### config.mk
export PLATFORM = sky130hd
export DESIGN_NAME = apb_write_master_flat
export DESIGN_NICKNAME = d
export VERILOG_FILES = /design/src/rtl/apb_pkg.sv /design/src/rtl/apb_write_master_if.sv /design/src/rtl/apb_cmd_fifo.sv /design/src/rtl/apb_write_master.sv /design/src/flat_wrapper.sv
export SDC_FILE = /design/constraint.sdc
export NUM_CORES = 1
export LEC_CHECK = 0
export BUFFER_PORTS_ARGS = -buffer_cell sky130_fd_sc_hd__buf_2
export CORE_ASPECT_RATIO = 1.1
export CORE_UTILIZATION = 35
export DETAILED_ROUTE_END_ITERATION = 6
export PLACE_DENSITY = 0.55
export RECOVER_POWER = 100
export SYNTH_ARGS = -nofsm -noshare
export SYNTH_HDL_FRONTEND = slang
export SYNTH_SLANG_ARGS = --single-unit
export TNS_END_PERCENT = 5
### constraint.sdc
create_clock -name pclk -period 2.5 [get_ports pclk]
set_input_delay 0.5 -clock pclk [delete_from_list [all_inputs] [get_ports pclk]]
set_output_delay 0.5 -clock pclk [all_outputs]
set_load 0.02 [all_outputs]
### src/rtl/apb_pkg.sv
// Shared types and constants for the APB write master slice.
// Latency: none (declarations only).
// Backpressure: none (declarations only).
package apb_pkg;

   localparam int APB_DATA_W = 8;
   localparam int APB_SEL_W  = 2;

   typedef enum logic [1:0] {
      IDLE   = 2'd0,
      SETUP  = 2'd1,
      ACCESS = 2'd2
   } apb_state_e;

   // Register selects understood by the payload/size slave; 3 is unmapped.
   localparam logic [APB_SEL_W-1:0] SEL_PAYLOAD0 = 2'd0;
   localparam logic [APB_SEL_W-1:0] SEL_PAYLOAD1 = 2'd1;
   localparam logic [APB_SEL_W-1:0] SEL_SIZE     = 2'd2;

   typedef struct packed {
      logic [APB_SEL_W-1:0]  sel;
      logic [APB_DATA_W-1:0] data;
   } apb_wr_cmd_t;

endpackage

### src/rtl/apb_write_master_if.sv
// Command request and APB write bus bundle between requester and register slave.
// Latency: none (wires only).
// Backpressure: req_ready gates the command side; pready stretches APB ACCESS.
interface apb_write_master_if
   import apb_pkg::*;
#(
   parameter int DATA_W = APB_DATA_W,
   parameter int SEL_W  = APB_SEL_W
);
   logic              req_valid;
   logic              req_ready;
   logic [SEL_W-1:0]  req_sel;
   logic [DATA_W-1:0] req_data;
   logic              psel_x;
   logic              penable;
   logic              pwrite;
   logic [SEL_W-1:0]  write_select;
   logic [DATA_W-1:0] pwdata;
   logic              pready;
   logic              done;
   logic              busy;
   logic              err_clr;
   logic              timeout_err;

   modport master (
      input  req_valid, req_sel, req_data, pready, err_clr,
      output req_ready, psel_x, penable, pwrite, write_select, pwdata,
             done, busy, timeout_err
   );

   modport slave (
      output req_valid, req_sel, req_data, pready, err_clr,
      input  req_ready, psel_x, penable, pwrite, write_select, pwdata,
             done, busy, timeout_err
   );
endinterface

### src/rtl/apb_cmd_fifo.sv
// Synchronous command FIFO with full/empty flags; DEPTH must be a power of two.
// Latency: pushed entry visible at the head one cycle after the push edge.
// Backpressure: pushes while full and pops while empty are ignored.
module apb_cmd_fifo #(
   parameter int WIDTH = 10,
   parameter int DEPTH = 4
) (
   input  logic             pclk,
   input  logic             preset_n,
   input  logic             push_vld,
   input  logic [WIDTH-1:0] push_dat,
   input  logic             pop,
   output logic [WIDTH-1:0] pop_dat,
   output logic             full,
   output logic             empty
);

   localparam int PTR_W = $clog2(DEPTH);
   localparam logic [PTR_W:0] FULL_CNT = (PTR_W+1)'(DEPTH);

   logic [PTR_W-1:0] wr_ptr_q, wr_ptr_d;
   logic [PTR_W-1:0] rd_ptr_q, rd_ptr_d;
   logic [PTR_W:0]   count_q, count_d;
   logic [WIDTH-1:0] mem_q [DEPTH];
   logic [WIDTH-1:0] mem_d [DEPTH];
   logic             do_push;
   logic             do_pop;

   assign full    = (count_q == FULL_CNT);
   assign empty   = (count_q == '0);
   assign do_push = push_vld && !full;
   assign do_pop  = pop && !empty;
   assign pop_dat = mem_q[rd_ptr_q];

   // Pointer, occupancy and storage updates; pointers wrap naturally.
   always_comb begin
      wr_ptr_d = wr_ptr_q;
      rd_ptr_d = rd_ptr_q;
      count_d  = count_q;
      mem_d    = mem_q;
      if (do_push) begin
         mem_d[wr_ptr_q] = push_dat;
         wr_ptr_d        = wr_ptr_q + PTR_W'(1);
      end
      if (do_pop) begin
         rd_ptr_d = rd_ptr_q + PTR_W'(1);
      end
      case ({do_push, do_pop})
         2'b10:   count_d = count_q + (PTR_W+1)'(1);
         2'b01:   count_d = count_q - (PTR_W+1)'(1);
         default: count_d = count_q;
      endcase
   end

   // FIFO state registers; reset discards all contents.
   always_ff @(posedge pclk or negedge preset_n) begin
      if (!preset_n) begin
         wr_ptr_q <= '0;
         rd_ptr_q <= '0;
         count_q  <= '0;
         for (int i = 0; i < DEPTH; i++) begin
            mem_q[i] <= '0;
         end
      end else begin
         wr_ptr_q <= wr_ptr_d;
         rd_ptr_q <= rd_ptr_d;
         count_q  <= count_d;
         mem_q    <= mem_d;
      end
   end

endmodule

### src/rtl/apb_write_master.sv
// Buffers write commands and issues each as a two-phase APB write (SETUP, ACCESS); optional ACCESS abort under APB_MASTER_TIMEOUT_EN.
// Latency: push at edge k -> SETUP after k+1, ACCESS after k+2, done high after k+3 with no wait states; 2 cycles/write back-to-back.
// Backpressure: req_ready = !fifo_full; pready low holds ACCESS (bounded by TIMEOUT_CYCLES when APB_MASTER_TIMEOUT_EN is defined).
module apb_write_master #(
   parameter int DATA_W         = 8,
   parameter int SEL_W          = 2,
   parameter int FIFO_DEPTH     = 4,
   parameter int TIMEOUT_CYCLES = 16
) (
   input logic                pclk,
   input logic                preset_n,
   apb_write_master_if.master bus
);
   import apb_pkg::*;

   localparam int CMD_W = SEL_W + DATA_W;

   apb_state_e        state_q, state_d;
   logic              psel_q, psel_d;
   logic              penable_q, penable_d;
   logic              done_q, done_d;
   logic [SEL_W-1:0]  wsel_q, wsel_d;
   logic [DATA_W-1:0] pwdata_q, pwdata_d;

   logic              fifo_pop;
   logic              fifo_full;
   logic              fifo_empty;
   logic [CMD_W-1:0]  fifo_head;
   logic [SEL_W-1:0]  head_sel;
   logic [DATA_W-1:0] head_data;

`ifdef APB_MASTER_TIMEOUT_EN
   localparam int CNT_W = $clog2(TIMEOUT_CYCLES + 1);
   logic [CNT_W-1:0] tmo_cnt_q, tmo_cnt_d;
   logic             timeout_err_q, timeout_err_d;
`else
   // Timeout configuration and error clear have no function in this build.
   logic unused_cfg;
   assign unused_cfg = bus.err_clr ^ (TIMEOUT_CYCLES == 0);
`endif

   apb_cmd_fifo #(
      .WIDTH (CMD_W),
      .DEPTH (FIFO_DEPTH)
   ) u_fifo (
      .pclk     (pclk),
      .preset_n (preset_n),
      .push_vld (bus.req_valid),
      .push_dat ({bus.req_sel, bus.req_data}),
      .pop      (fifo_pop),
      .pop_dat  (fifo_head),
      .full     (fifo_full),
      .empty    (fifo_empty)
   );

   assign head_sel  = fifo_head[CMD_W-1:DATA_W];
   assign head_data = fifo_head[DATA_W-1:0];

   // Next-state and bus outputs; address/data registers only change on a pop.
   always_comb begin
      state_d   = state_q;
      psel_d    = psel_q;
      penable_d = penable_q;
      wsel_d    = wsel_q;
      pwdata_d  = pwdata_q;
      done_d    = 1'b0;
      fifo_pop  = 1'b0;
`ifdef APB_MASTER_TIMEOUT_EN
      tmo_cnt_d     = tmo_cnt_q;
      timeout_err_d = timeout_err_q & ~bus.err_clr;
`endif
      case (state_q)
         IDLE: begin
            psel_d    = 1'b0;
            penable_d = 1'b0;
            if (!fifo_empty) begin
               fifo_pop = 1'b1;
               wsel_d   = head_sel;
               pwdata_d = head_data;
               psel_d   = 1'b1;
               state_d  = SETUP;
            end
         end
         SETUP: begin
            penable_d = 1'b1;
            state_d   = ACCESS;
`ifdef APB_MASTER_TIMEOUT_EN
            tmo_cnt_d = '0;
`endif
         end
         ACCESS: begin
            if (bus.pready) begin
               done_d = 1'b1;
               if (!fifo_empty) begin
                  // Chain straight into the next SETUP; psel stays high.
                  fifo_pop  = 1'b1;
                  wsel_d    = head_sel;
                  pwdata_d  = head_data;
                  penable_d = 1'b0;
                  state_d   = SETUP;
               end else begin
                  psel_d    = 1'b0;
                  penable_d = 1'b0;
                  state_d   = IDLE;
               end
            end else begin
`ifdef APB_MASTER_TIMEOUT_EN
               tmo_cnt_d = tmo_cnt_q + CNT_W'(1);
               if (tmo_cnt_d == CNT_W'(TIMEOUT_CYCLES)) begin
                  // Abort: release the bus silently, flag the error (set beats clear).
                  psel_d        = 1'b0;
                  penable_d     = 1'b0;
                  timeout_err_d = 1'b1;
                  state_d       = IDLE;
               end
`endif
            end
         end
         default: begin
            psel_d    = 1'b0;
            penable_d = 1'b0;
            state_d   = IDLE;
         end
      endcase
   end

   // State and registered bus outputs; reset drops the bus immediately.
   always_ff @(posedge pclk or negedge preset_n) begin
      if (!preset_n) begin
         state_q   <= IDLE;
         psel_q    <= 1'b0;
         penable_q <= 1'b0;
         done_q    <= 1'b0;
         wsel_q    <= '0;
         pwdata_q  <= '0;
      end else begin
         state_q   <= state_d;
         psel_q    <= psel_d;
         penable_q <= penable_d;
         done_q    <= done_d;
         wsel_q    <= wsel_d;
         pwdata_q  <= pwdata_d;
      end
   end

`ifdef APB_MASTER_TIMEOUT_EN
   // ACCESS wait counter and sticky abort flag.
   always_ff @(posedge pclk or negedge preset_n) begin
      if (!preset_n) begin
         tmo_cnt_q     <= '0;
         timeout_err_q <= 1'b0;
      end else begin
         tmo_cnt_q     <= tmo_cnt_d;
         timeout_err_q <= timeout_err_d;
      end
   end

   assign bus.timeout_err = timeout_err_q;
`else
   assign bus.timeout_err = 1'b0;
`endif

   assign bus.req_ready    = !fifo_full;
   assign bus.psel_x       = psel_q;
   assign bus.penable      = penable_q;
   assign bus.pwrite       = psel_q;
   assign bus.write_select = wsel_q;
   assign bus.pwdata       = pwdata_q;
   assign bus.done         = done_q;
   assign bus.busy         = (state_q != IDLE) || !fifo_empty;

endmodule
### src/flat_wrapper.sv
// flat-port wrapper written by rule: the top's interface ports become plain ports
module apb_write_master_flat import apb_pkg::*;
#(
   parameter int DATA_W         = 8,
   parameter int SEL_W          = 2,
   parameter int FIFO_DEPTH     = 4,
   parameter int TIMEOUT_CYCLES = 16
)
  (pclk, preset_n, bus_req_valid, bus_req_sel, bus_req_data, bus_pready, bus_err_clr, bus_req_ready, bus_psel_x, bus_penable, bus_pwrite, bus_write_select, bus_pwdata, bus_done, bus_busy, bus_timeout_err);
  apb_write_master_if #(.DATA_W(DATA_W), .SEL_W(SEL_W)) bus_i ();
  input logic pclk;
  input logic preset_n;
  input wire logic [$bits(bus_i.req_valid)-1:0] bus_req_valid;
  input wire logic [$bits(bus_i.req_sel)-1:0] bus_req_sel;
  input wire logic [$bits(bus_i.req_data)-1:0] bus_req_data;
  input wire logic [$bits(bus_i.pready)-1:0] bus_pready;
  input wire logic [$bits(bus_i.err_clr)-1:0] bus_err_clr;
  output wire logic [$bits(bus_i.req_ready)-1:0] bus_req_ready;
  output wire logic [$bits(bus_i.psel_x)-1:0] bus_psel_x;
  output wire logic [$bits(bus_i.penable)-1:0] bus_penable;
  output wire logic [$bits(bus_i.pwrite)-1:0] bus_pwrite;
  output wire logic [$bits(bus_i.write_select)-1:0] bus_write_select;
  output wire logic [$bits(bus_i.pwdata)-1:0] bus_pwdata;
  output wire logic [$bits(bus_i.done)-1:0] bus_done;
  output wire logic [$bits(bus_i.busy)-1:0] bus_busy;
  output wire logic [$bits(bus_i.timeout_err)-1:0] bus_timeout_err;
  assign bus_i.req_valid = bus_req_valid;
  assign bus_i.req_sel = bus_req_sel;
  assign bus_i.req_data = bus_req_data;
  assign bus_i.pready = bus_pready;
  assign bus_i.err_clr = bus_err_clr;
  assign bus_req_ready = bus_i.req_ready;
  assign bus_psel_x = bus_i.psel_x;
  assign bus_penable = bus_i.penable;
  assign bus_pwrite = bus_i.pwrite;
  assign bus_write_select = bus_i.write_select;
  assign bus_pwdata = bus_i.pwdata;
  assign bus_done = bus_i.done;
  assign bus_busy = bus_i.busy;
  assign bus_timeout_err = bus_i.timeout_err;
  apb_write_master #(.DATA_W(DATA_W), .SEL_W(SEL_W), .FIFO_DEPTH(FIFO_DEPTH), .TIMEOUT_CYCLES(TIMEOUT_CYCLES)) u_core (.pclk(pclk), .preset_n(preset_n), .bus(bus_i));
endmodule
==> results.sh <==
export IMPL_status="finished clean"
export IMPL_detail_route_antenna_nets=0
export IMPL_r2r_end="u_core.u_fifo.count_q[2]"
export IMPL_finalCritPeriodShare_pct=86.5
export IMPL_finClkSkew_ns=0.00781
export IMPL_grt_max_degree=39
export IMPL_cts_made_buffers=9
export IMPL_dieArea_um2=8350
export IMPL_netlist_top_cells_area="dfrtp_1 55%, mux2_2 19%, mux4_2 4.8%, mux4_1 3.8%, nand3_4 2.5%"
export IMPL_layout_drive_gt1_share_pct=38.6
export IMPL_track_usage_pct=13.7
export IMPL_critPathRequiredTime_ns=2.00
export IMPL_syn_avg_cell_area_um2=16.1
export IMPL_synth_edf_count=0
export IMPL_worstRegToRegCells=8
export IMPL_min_to="u_core.u_fifo.mem_q[29]"
export IMPL_vdd_drop_max_mv=0.632
export IMPL_fin_ws_ns=0.338
export IMPL_grt_antenna_before_repair=0
export IMPL_drt_iter0_markers=83
export IMPL_dp_worst_setup_slack_ns=0.322
export IMPL_core_um2=7600
export IMPL_slew_violations=0
export IMPL_hold_path_depth=2
export IMPL_final_core_util_pct=41.8
export IMPL_r2r_slack_ns=0.35
export IMPL_via_per_inst=4.79
export IMPL_critPathLaunchType="flop"
export IMPL_synth_nets=195
export IMPL_synth_top_area_share_pct=55.5
export IMPL_r2r_start="u_core.u_fifo.count_q[0]"
export IMPL_clk_pin_slew_ns=0.07
export IMPL_tightest_slew_ns=1.45
export IMPL_synth_seq_cells=62
export IMPL_relSlewSlack_pct=3.43
export IMPL_routedWlPerCell_um=15.6
export IMPL_start_util_pct=36.8
export IMPL_ctsHoldBuffers=0
export IMPL_io_pins=32
export IMPL_cts_tree="built"
export IMPL_seq_area_frac_synth_pct=55.5
export IMPL_yosys_top_cells_count="62 x dfrtp_1, 48 x mux2_2, 6 x inv_1, 6 x mux4_2, 5 x ha_1"
export IMPL_diodes=0
export IMPL_syn_to_final_growth_pct=13.7
export IMPL_die_h_um=95.8
export IMPL_powerDensity_nw_per_um2=1410
export IMPL_dp_final_hpwl_um=3230
export IMPL_cp_max_fo=5
export IMPL_clkLatencyLatePin_ns=0.33
export IMPL_place_congestion=0.644
export IMPL_yosysTopAreaCell="dfrtp_1"
export IMPL_holdWs_ns=0.426
export IMPL_drcViolationCount=0
export IMPL_yosysMostFrequentCell="dfrtp_1"
export IMPL_cp_end_kind="primary output"
export IMPL_numPortBuffers=29
export IMPL_final_hold_violation_count=0
export IMPL_synth_distinct_cells=28
export IMPL_drt_first_pass_iters=4
export IMPL_min_from="bus_req_sel[1]"
export IMPL_cts_resized=0
export IMPL_max_freq_mhz=463
export IMPL_die_w_um=87.2
export IMPL_finalSetupTns_ns=0
export IMPL_overflow=0
export IMPL_power_leakage_nw=1.38
export IMPL_routed_wl_um=5000
export IMPL_num_vias=1534
export IMPL_yosys_most_used_dff="dfrtp_1"
export IMPL_rsz0062_at_grt="no"
export IMPL_syn_inst=174
export IMPL_place_area_um2=3060
export IMPL_cap_violations=0
export IMPL_post_cts_setup_buffers=0
export IMPL_clock_sinks=62
export IMPL_cts_root_buf="clkbuf_8"
export IMPL_synth_warnings=0
export IMPL_fin_crit_ns=2.16
export IMPL_cts_max_level=3
export IMPL_hp_class="primary input to flop"
export IMPL_rows=33
export IMPL_grt_pass1_vias=1602
export IMPL_grt_pass1_wl_um=8220
export IMPL_async_flop_share_pct=100
export IMPL_clockBufferDepth=2
export IMPL_finalSetupViolCount=0
export IMPL_path_class="flop to primary output"
export IMPL_fin_area_um2=3180
export IMPL_fin_nets=232
export IMPL_netlist_area_um2=2800
export IMPL_critPathArrivalTime_ns=1.66
cell families (layout without fill, tap and decap cells):
logic type / after synthesis / count (layout) / synth area share [%]
compound gates: 3 / 3 / 0.537
xor+xnor: 6 / 6 / 1.88
fa+ha+maj: 6 / 6 / 2.95
buf+inv: 14 / 55 / 3.09
flops: 62 / 62 / 55.5
mux: 63 / 63 / 29.8
other cells: 1 / 1 / 0.134
simple gates: 19 / 19 / 6.09
cells in the final DEF (no fill, tap or decap), drive strengths merged, types with 4 or more instances in the layout:
cell type and instances:
mux4 10, ha 5, buf 14, inv 6, nand3 4, clkbuf 32, dfrtp 62, mux2 51
xor2 4
layout make-up:
| cell class | instances | area, um2 |
|---|---|---|
| Fill cell | 768 | 4420 |
| Clock inverter | 3 | 42.5 |
| Inverter | 6 | 22.5 |
| Sequential cell | 62 | 1550 |
| Timing Repair Buffer | 34 | 163 |
| Multi-Input combinational cell | 98 | 1100 |
| Tap cell | 105 | 131 |
| Clock buffer | 12 | 165 |
routing by layer:
| layer | wire length, um | GRT usage (%) | part of all wire, % | vias up |
|---|---|---|---|---|
| met5 | 0 | 0 | 0 | - |
| met4 | 46 | 4.92 | 0.92 | 0 |
| met3 | 219 | 4.72 | 4.4 | 5 |
| met2 | 2410 | 21.4 | 48 | 34 |
| met1 | 2330 | 17.8 | 47 | 798 |
| li1 | - | - | - | 697 |
stage by stage:
step | instances | power (mW)
floorplan | 174 | 3.30
global placement | 305 | 3.70
detailed placement | 305 | 3.75
CTS | 320 | 4.68
global route | 320 | 4.83
finish | 320 | 4.49
worst max-delay path, cell delays in order, from the launching register on:
cell      delay, ns
dfrtp_1        0.42
or3_1          0.42
or3_1          0.31
clkbuf_1       0.17
how the worst max path moves through the flow:
stage / from / to / cells past startpoint
floorplan: u_core.u_fifo.count_q[0] / u_core.u_fifo.count_q[2] / 9
global placement: u_core.u_fifo.count_q[0] / u_core.u_fifo.count_q[2] / 8
detailed placement: u_core.u_fifo.count_q[0] / u_core.u_fifo.count_q[2] / 8
CTS: u_core.u_fifo.count_q[0] / u_core.u_fifo.count_q[2] / 8
global route: u_core.u_fifo.count_q[0] / u_core.u_fifo.count_q[2] / 8
finish: u_core.u_fifo.count_q[0] / bus_busy / 3
sequential cells by signal (all words and copies together) (netlist names):
signal / flops
u_core.u_fifo.count_q: 3
u_core.u_fifo.mem_q: 40
u_core.u_fifo.wr_ptr_q: 2
u_core.bus.write_select: 2
u_core.bus.penable: 1
u_core.bus.done: 1
u_core.u_fifo.rd_ptr_q: 2
u_core.bus.pwdata: 8
u_core.state_q: 2
u_core.bus.psel_x: 1
where the power goes:
part / switching (mW) / internal, mW
sequential: 0.319 / 1.53
combinational: 0.760 / 0.973
clock: 0.374 / 0.535
Note: power is estimated with default switching activity, not from simulation.
